<file path="src/rtl/key_input_sequencer.sv">
// Five-key front end: synchronise and debounce raw keys, arbitrate by fixed priority,
// strobe one encoder line, capture its code and hand it downstream on valid/ready.
module key_input_sequencer #(
  parameter int DEB_CYCLES = 4,
  parameter int CNT_W      = 3
) (
  input  logic       CLK,
  input  logic       RST,
  input  logic [4:0] KEY_RAW,
  output logic [4:0] SEL_K,
  input  logic [7:0] CODE_IN,
  output logic [7:0] CODE_OUT,
  output logic       VALID,
  input  logic       READY,
  output logic [2:0] KEY_ID,
  output logic       BUSY,
  output logic       DROP
);

  localparam int NK = 5;
  localparam logic [CNT_W-1:0] CNT_MAX = CNT_W'(DEB_CYCLES - 1);

  typedef enum logic [2:0] {
    IDLE    = 3'd0,
    DRIVE   = 3'd1,
    CAPTURE = 3'd2,
    HOLD    = 3'd3,
    RELEASE = 3'd4
  } state_t;

  // K1 (bit 0) has the highest priority.
  function automatic logic [4:0] lowest_set(input logic [4:0] v);
    return v & (~v + 5'd1);
  endfunction

  function automatic logic [2:0] key_index(input logic [4:0] oh);
    case (oh)
      5'b00001: return 3'd1;
      5'b00010: return 3'd2;
      5'b00100: return 3'd3;
      5'b01000: return 3'd4;
      5'b10000: return 3'd5;
      default:  return 3'd0;
    endcase
  endfunction

  logic [4:0]       sync_p0;
  logic [4:0]       sync_p1;
  logic [4:0]       deb_p2;
  logic [4:0]       deb_nxt;
  logic [4:0]       rise_p3;
  logic [CNT_W-1:0] cnt     [NK];
  logic [CNT_W-1:0] cnt_nxt [NK];

  state_t     state, state_nxt;
  logic [4:0] sel_nxt;
  logic [7:0] code_nxt;
  logic       valid_nxt;
  logic [2:0] id_nxt;
  logic       drop_nxt;
  logic       multi_rise;

  // Stage p0/p1: two-flop synchroniser on the asynchronous key lines
  always_ff @(posedge CLK or posedge RST) begin
    if (RST) begin
      sync_p0 <= '0;
      sync_p1 <= '0;
    end else begin
      sync_p0 <= KEY_RAW;
      sync_p1 <= sync_p0;
    end
  end

  // Stage p2: per-key debounce; a level change is accepted after DEB_CYCLES differing samples
  always_comb begin
    deb_nxt = deb_p2;
    for (int i = 0; i < NK; i++) begin
      cnt_nxt[i] = '0;
      if (sync_p1[i] != deb_p2[i]) begin
        if (cnt[i] == CNT_MAX) deb_nxt[i] = ~deb_p2[i];
        else                   cnt_nxt[i] = cnt[i] + 1'b1;
      end
    end
  end

  always_ff @(posedge CLK or posedge RST) begin
    if (RST) begin
      deb_p2  <= '0;
      rise_p3 <= '0;
      for (int i = 0; i < NK; i++) cnt[i] <= '0;
    end else begin
      deb_p2  <= deb_nxt;
      rise_p3 <= deb_nxt & ~deb_p2;
      for (int i = 0; i < NK; i++) cnt[i] <= cnt_nxt[i];
    end
  end

  // Stage p3: press events feed the sequencing FSM
  assign multi_rise = (rise_p3 & (rise_p3 - 5'd1)) != 5'd0;

  always_ff @(posedge CLK or posedge RST) begin
    if (RST) state <= IDLE;
    else     state <= state_nxt;
  end

  always_comb begin
    state_nxt = state;
    sel_nxt   = SEL_K;
    code_nxt  = CODE_OUT;
    valid_nxt = VALID;
    id_nxt    = KEY_ID;
    drop_nxt  = multi_rise || ((rise_p3 != 5'd0) && (state != IDLE));
    case (state)
      IDLE: begin
        if (rise_p3 != 5'd0) begin
          sel_nxt   = lowest_set(rise_p3);
          state_nxt = DRIVE;
        end
      end
      DRIVE: state_nxt = CAPTURE;
      CAPTURE: begin
        code_nxt  = CODE_IN;
        id_nxt    = key_index(SEL_K);
        valid_nxt = 1'b1;
        sel_nxt   = '0;
        state_nxt = HOLD;
      end
      HOLD: begin
        if (READY) begin
          valid_nxt = 1'b0;
          id_nxt    = '0;
          state_nxt = (deb_p2 == 5'd0) ? IDLE : RELEASE;
        end
      end
      RELEASE: begin
        if (deb_p2 == 5'd0) state_nxt = IDLE;
      end
      default: begin
        state_nxt = IDLE;
        sel_nxt   = '0;
        valid_nxt = 1'b0;
        id_nxt    = '0;
      end
    endcase
  end

  // Registered outputs; reset clears everything so an aborted sequence leaves no code behind
  always_ff @(posedge CLK or posedge RST) begin
    if (RST) begin
      SEL_K    <= '0;
      CODE_OUT <= '0;
      VALID    <= 1'b0;
      KEY_ID   <= '0;
      DROP     <= 1'b0;
    end else begin
      SEL_K    <= sel_nxt;
      CODE_OUT <= code_nxt;
      VALID    <= valid_nxt;
      KEY_ID   <= id_nxt;
      DROP     <= drop_nxt;
    end
  end

  assign BUSY = (state != IDLE);

endmodule

</file>
<file path="config.mk">
export PLATFORM = sky130hd
export DESIGN_NAME = key_input_sequencer
export DESIGN_NICKNAME = d
export VERILOG_FILES = /design/src/rtl/key_input_sequencer.sv
export SDC_FILE = /design/constraint.sdc
export NUM_CORES = 1
export LEC_CHECK = 0
export CORE_MARGIN = 3
export CORE_UTILIZATION = 52
export CTS_BUF_LIST = sky130_fd_sc_hd__clkbuf_8
export DETAILED_ROUTE_END_ITERATION = 10
export PLACE_DENSITY = 0.83
export SLEW_MARGIN = 15
export SYNTH_ARGS = -nofsm -noshare
export SYNTH_HDL_FRONTEND = slang
export SYNTH_SLANG_ARGS = --single-unit
</file>
<file path="constraint.sdc">
create_clock -name CLK -period 2.9 [get_ports CLK]
set_clock_uncertainty 0.2 [all_clocks]
set_input_delay 0.58 -clock CLK [delete_from_list [all_inputs] [get_ports CLK]]
set_output_delay 0.58 -clock CLK [all_outputs]
set_load 0.02 [all_outputs]
</file>
==> results of run 1 <==
sequential cells by signal, summed over array words and instances (netlist names):
register  cells
VALID         1
SEL_K         5
sync_p0       5
sync_p1       5
state         3
rise_p3       5
cnt          15
CODE_OUT      8
DROP          1
KEY_ID        3
deb_p2        5
final cells by class:
type	instances	share of cell area
flip-flops and latches	56	0.507
multi-input cells	99	0.291
repair buffers	36	0.133
clock buffers	5	0.0249
well taps	50	0.0226
inverters	9	0.0122
clock inverters	3	0.00950
cells in the mapped netlist (all sizes together) (3+ instances only):
| cell | instances |
|---|---|
| clkbuf | 3 |
| ha | 5 |
| mux2 | 13 |
| nor2 | 4 |
| nor2b | 3 |
| nor3 | 7 |
| nor3b | 17 |
| inv | 9 |
| a31oi | 3 |
| a21oi | 3 |
| xnor2 | 6 |
| nand2b | 6 |
| and3b | 3 |
| o21ai | 4 |
| dfrtp | 56 |
per-stage QoR:
stage          cells  area, um^2  hold WS, ns  power [mW]
2_1_floorplan    168        2260        0.131        1.77
3_3_place_gp     250        2670        0.133        2.05
3_5_place_dp     250        2670        0.138        2.13
4_1_cts          258        2770        0.151        2.57
5_1_grt          258        2770        0.173        2.70
6_report         258        2770        0.148        2.54
kinds of logic (layout without fill, tap and decap cells):
kind of cell    after synthesis  count (layout)
simple gates                 48              48
flops                        56              56
buf+inv                      13              53
xor+xnor                      8               8
fa+ha+maj                     5               5
mux                          13              13
compound gates               25              25
how the worst max path moves through the flow:
stage | startpoint | to | slack [ns]
after detailed placement | state[2]$_DFFE_PP0P_ | BUSY | 0.60
final | state[2]$_DFFE_PP0P_ | BUSY | 0.21
after global routing | state[2]$_DFFE_PP0P_ | BUSY | 0.09
after CTS | state[2]$_DFFE_PP0P_ | BUSY | 0.22
after floorplan | RST | CODE_OUT[0]$_DFFE_PP0P_ | 0.75
after global placement | state[2]$_DFFE_PP0P_ | BUSY | 0.63
metal layers:
metal | vias up | wire, um | share of wire | track usage
met4 | 0 | 96 | 0.023 | 0.0752
met1 | 722 | 1590 | 0.39 | 0.190
met2 | 54 | 2200 | 0.53 | 0.320
met5 | - | 0 | 0 | 0
met3 | 11 | 220 | 0.054 | 0.0505
li1 | 689 | - | - | -
report_power, final:
part,internal [mW],switching [mW]
clock network,0.178,0.261
registers,0.988,0.213
logic,0.472,0.431
total,1.64,0.904
cells in the final DEF, fill, tap and decap left out, types with 4 or more instances in the layout:
master            n
ha_1              5
inv_1             7
nor3b_1          16
nand2b_1          6
mux2_1            6
nor2_1            4
clkbuf_8          5
dfrtp_1          56
mux2_2            7
xnor2_1           6
nor3_1            7
clkdlybuf4s50_1  34
worst max-delay path: stages, from the launching register on:
cell and delay [ns]:
dfrtp_1 0.55, nor3_1 0.42, inv_2 0.07, clkdlybuf4s50_1 0.55
==> flow_summary.json, run 1 <==
{
  "portBuffers": 34,
  "drc": 0,
  "cts_resized": 0,
  "r2r_end": "DROP$_DFF_PP0_",
  "dr.pass1.iters": 4,
  "synth_simple_gate_area_frac": 0.150,
  "synth_compound_area_frac": 0.0837,
  "nets": 228,
  "synthArstFlopShare": 1.00,
  "drv_slew": 0,
  "grt_usage": 0.176,
  "cts.sinks": 56,
  "vias": 1476,
  "cts_hold_buf": 0,
  "finalWorstSetupSlack_ns": 0.215,
  "power_density_mw_per_mm2": 919,
  "preCtsSetupSlack_ns": 0.595,
  "num_rows": 23,
  "tightest_slew_ns": 0.554,
  "insertion_delay_ns": 0.32,
  "avgSynthCellArea_um2": 13.4,
  "yosysTopAreaCell": "dfrtp_1",
  "start_util": 0.552,
  "arrival_ns": 1.91,
  "reg2reg_depth": 3,
  "gr-total-overflow": 0,
  "drv_cap": 0,
  "hold_path_end": "sync_p1[4]$_DFF_PP0_",
  "synth_top_family_by_area": "simple AND/OR/NAND/NOR gates",
  "period_share": 0.926,
  "grt_max_degree": 32,
  "p_leak_nw": 1.20,
  "synthMuxAreaShare": 0.0649,
  "reg2reg_from": "state[2]$_DFFE_PP0P_",
  "grt_pass1_vias": 1484,
  "place_congestion": 0.792,
  "cp_max_fo": 15,
  "drtIter0Drc": 114,
  "grt_pass1_wl_um": 6890,
  "whs_path_depth": 0,
  "rsz0062_at_grt": "false",
  "relSlewSlack": 0.630,
  "n_antenna_cell": 0,
  "end_kind": "primary output",
  "wl_per_cell_um": 15.9,
  "seqCellArea_mm2": 0.00140,
  "drive_gt1_frac": 0.111,
  "final_util": 0.677,
  "ys.flop_type": "dfrtp_1",
  "worstSetupPathType": "flip-flop to primary output",
  "synth.area.top_cells": "dfrtp_1, nor3b_1, mux2_2",
  "path_clk_slew_ns": 0.10,
  "cts_root_buf": "clkbuf_8",
  "fp.dieW_um": 71.9,
  "min_path_type": "flip-flop to flip-flop",
  "yosysSeqAreaShare": 0.621,
  "synth-warning-count": 0,
  "synth_fa_ha_area_frac": 0.0277,
  "startpoint_type": "flip-flop",
  "vdd_drop_max_mv": 0.571,
  "cts_buffer_depth": 2,
  "die_y_um": 71.9,
  "finalSetupViolations": 0,
  "hold_viol": 0,
  "ant_nets": 0,
  "antenna_found_initial": 0,
  "fill_cells": 308,
  "via_per_inst": 5.72,
  "die_area_mm2": 0.00517,
  "final.setup.tns_ns": 0,
  "place_hpwl_um": 3040,
  "synth_cell_types": 41,
  "hp-start": "sync_p0[4]$_DFF_PP0_",
  "h-tree-depth": 2,
  "cts_tree": "done",
  "totalWireLength_um": 4110,
  "critical_path_required_ns": 2.12,
  "synth_fp_nets": 189,
  "postCtsSetupBuffers": 0,
  "fmax_mhz": 372,
  "syn_area_mm2": 0.00226,
  "area_growth_syn_to_layout_pct": 22.6,
  "cts_buffers": 5,
  "multiInputGateArea_um2": 806,
  "synthCells": 168,
  "reg2reg_slack_ns": 0.97,
  "finalCriticalPeriod_ns": 2.69,
  "synth-edff-count": 0,
  "status": "finished, final reports clean",
  "boundaryPins": 35,
  "ys_ff_latch": 56,
  "synth-xor-area-share": 0.0310,
  "core_mm2": 0.00409,
  "yosysTopAreaCellShare": 0.621
}
No activity file was read; power rests on OpenSTA's default activity.
==> run 2, diff against run 1 <==
--- a/config.mk
+++ b/config.mk
@@ -9,7 +9,7 @@
 export CORE_UTILIZATION = 52
 export CTS_BUF_LIST = sky130_fd_sc_hd__clkbuf_8
 export DETAILED_ROUTE_END_ITERATION = 10
-export PLACE_DENSITY = 0.83
+export PLACE_DENSITY = 0.77
 export SLEW_MARGIN = 15
 export SYNTH_ARGS = -nofsm -noshare
 export SYNTH_HDL_FRONTEND = slang
==> run 2 against run 1 <==
  * First-iteration DRC count shrank 20%
  * Register-to-register slack got worse by 0.15 ns
  * Wire length fell by 1.8%
  * Clock-buffer cell count is the same
  * Power down 1.4%
  * Worst hold slack improved by 0.013 ns
  * Maximum frequency up 0.49%
  * Via count decreased by 0.95%
  * Combinational power is 2% lower
==> flow_summary.json, run 2 (synthesis results as in run 1) <==
{
  "boundaryPins": 35,
  "die_y_um": 71.9,
  "wl_per_cell_um": 15.6,
  "insertion_delay_ns": 0.30,
  "nets": 228,
  "vdd_drop_max_mv": 0.444,
  "drv_cap": 0,
  "antenna_found_initial": 0,
  "cts_buffer_depth": 2,
  "regMostFlops": "cnt",
  "worstSetupPathType": "flip-flop to primary output",
  "grt_pass1_wl_um": 7200,
  "status": "finished, final reports clean",
  "die_area_mm2": 0.00517,
  "min_path_type": "flip-flop to flip-flop",
  "cp_max_fo": 15,
  "top_regs": "cnt: 15 flops, CODE_OUT: 8 flops",
  "final.setup.tns_ns": 0,
  "cts_hold_buf": 0,
  "postCtsSetupBuffers": 0,
  "tightest_slew_ns": 0.834,
  "drtIter0Drc": 91,
  "arrival_ns": 1.89,
  "core_mm2": 0.00409,
  "grt_pass1_vias": 1594,
  "relSlewSlack": 0.441,
  "drv_slew": 0,
  "largest_reg_flops": 15,
  "met2_usage": 0.320,
  "finalCriticalPeriod_ns": 2.67,
  "fmax_mhz": 374,
  "cts_resized": 0,
  "startpoint_type": "flip-flop",
  "area_growth_syn_to_layout_pct": 21.9,
  "cts.sinks": 56,
  "hold_viol": 0,
  "portBuffers": 34,
  "preCtsSetupSlack_ns": 0.576,
  "via_per_inst": 5.67,
  "path_clk_slew_ns": 0.10,
  "vias": 1462,
  "final_cell_mix": "dfrtp_1, clkdlybuf4s50_1, nor3b_1",
  "gr-total-overflow": 0,
  "cts_buffers": 5,
  "busiest_layer": "met2",
  "num_rows": 23,
  "final_common_cell": "dfrtp_1",
  "cts_tree": "done",
  "grt_usage": 0.179,
  "h-tree-depth": 2,
  "drc": 0,
  "totalWireLength_um": 4030,
  "cts_root_buf": "clkbuf_8",
  "grtUsageMet1": 0.213,
  "finalWorstSetupSlack_ns": 0.228,
  "final_util": 0.673,
  "final_cells": 258,
  "place_congestion": 0.778,
  "fp.dieW_um": 71.9,
  "critical_path_required_ns": 2.12,
  "dr.pass1.iters": 5,
  "start_util": 0.552,
  "dpl.cell_count": 250,
  "drive_gt1_frac": 0.111,
  "grt_max_degree": 30,
  "place_hpwl_um": 2990,
  "p_leak_nw": 1.19,
  "period_share": 0.921,
  "rsz0062_at_grt": "false",
  "finalSetupViolations": 0,
  "power_mw": 2.51,
  "n_antenna_cell": 0,
  "end_kind": "primary output",
  "grt_use_met3": 0.0365,
  "ant_nets": 0,
  "power_density_mw_per_mm2": 912
}
## run 2: cell types whose count changed in the layout (fill, tap and decap cells not counted)
cell        previous run  this run
clkinvlp_4             0         2
inv_6                  2         0
buf_4                  1         2
buf_12                 1         0
## run 2: per-layer routing
metal,share of wire,wire length [um],vias to the layer above
li1,-,-,684
met1,0.40,1600,724
met2,0.54,2170,49
met3,0.053,212,5
met4,0.011,43,0
met5,0,0,-
## run 2: stage by stage
stage | cell area [um^2] | hold slack, ns
floorplan | 2260 | 0.131
global placement | 2660 | 0.133
detailed placement | 2660 | 0.141
CTS | 2750 | 0.164
global route | 2750 | 0.168
finish | 2750 | 0.161
## run 2: final timing paths
check	from	to	slack, ns	depth (start not counted)
setup reg to reg	state[1]$_DFFE_PP0P_	CODE_OUT[6]$_DFFE_PP0P_	0.82	2
min in group asynchronous	RST	cnt[4]$_DFF_PP0_	0.44	2
max in group asynchronous	RST	state[0]$_DFFE_PP0P_	1.44	3
hold reg to reg	sync_p0[1]$_DFF_PP0_	sync_p1[1]$_DFF_PP0_	0.16	0
hold / removal	sync_p0[1]$_DFF_PP0_	sync_p1[1]$_DFF_PP0_	0.16	0
setup / recovery	state[2]$_DFFE_PP0P_	BUSY	0.23	3
## run 2: final cells by class
class	count	area, um^2
multi-input combinational	99	806
timing repair buffer	36	355
inverter	9	33.8
fill	318	1340
tap	50	62.6
sequential	56	1400
clock inverter	3	23.8
clock buffer	5	68.8
## run 2: report_power, final
group / internal [mW] / switching, mW / leakage (nW)
sequential: 0.989 / 0.215 / 0.712
clock: 0.171 / 0.246 / 0.0404
combinational: 0.462 / 0.426 / 0.439
total: 1.62 / 0.887 / 1.19
## run 2: worst max-delay path: stages (launching register included)
cell	delay, ns
dfrtp_1	0.55
nor3_1	0.43
inv_2	0.06
clkdlybuf4s50_1	0.55
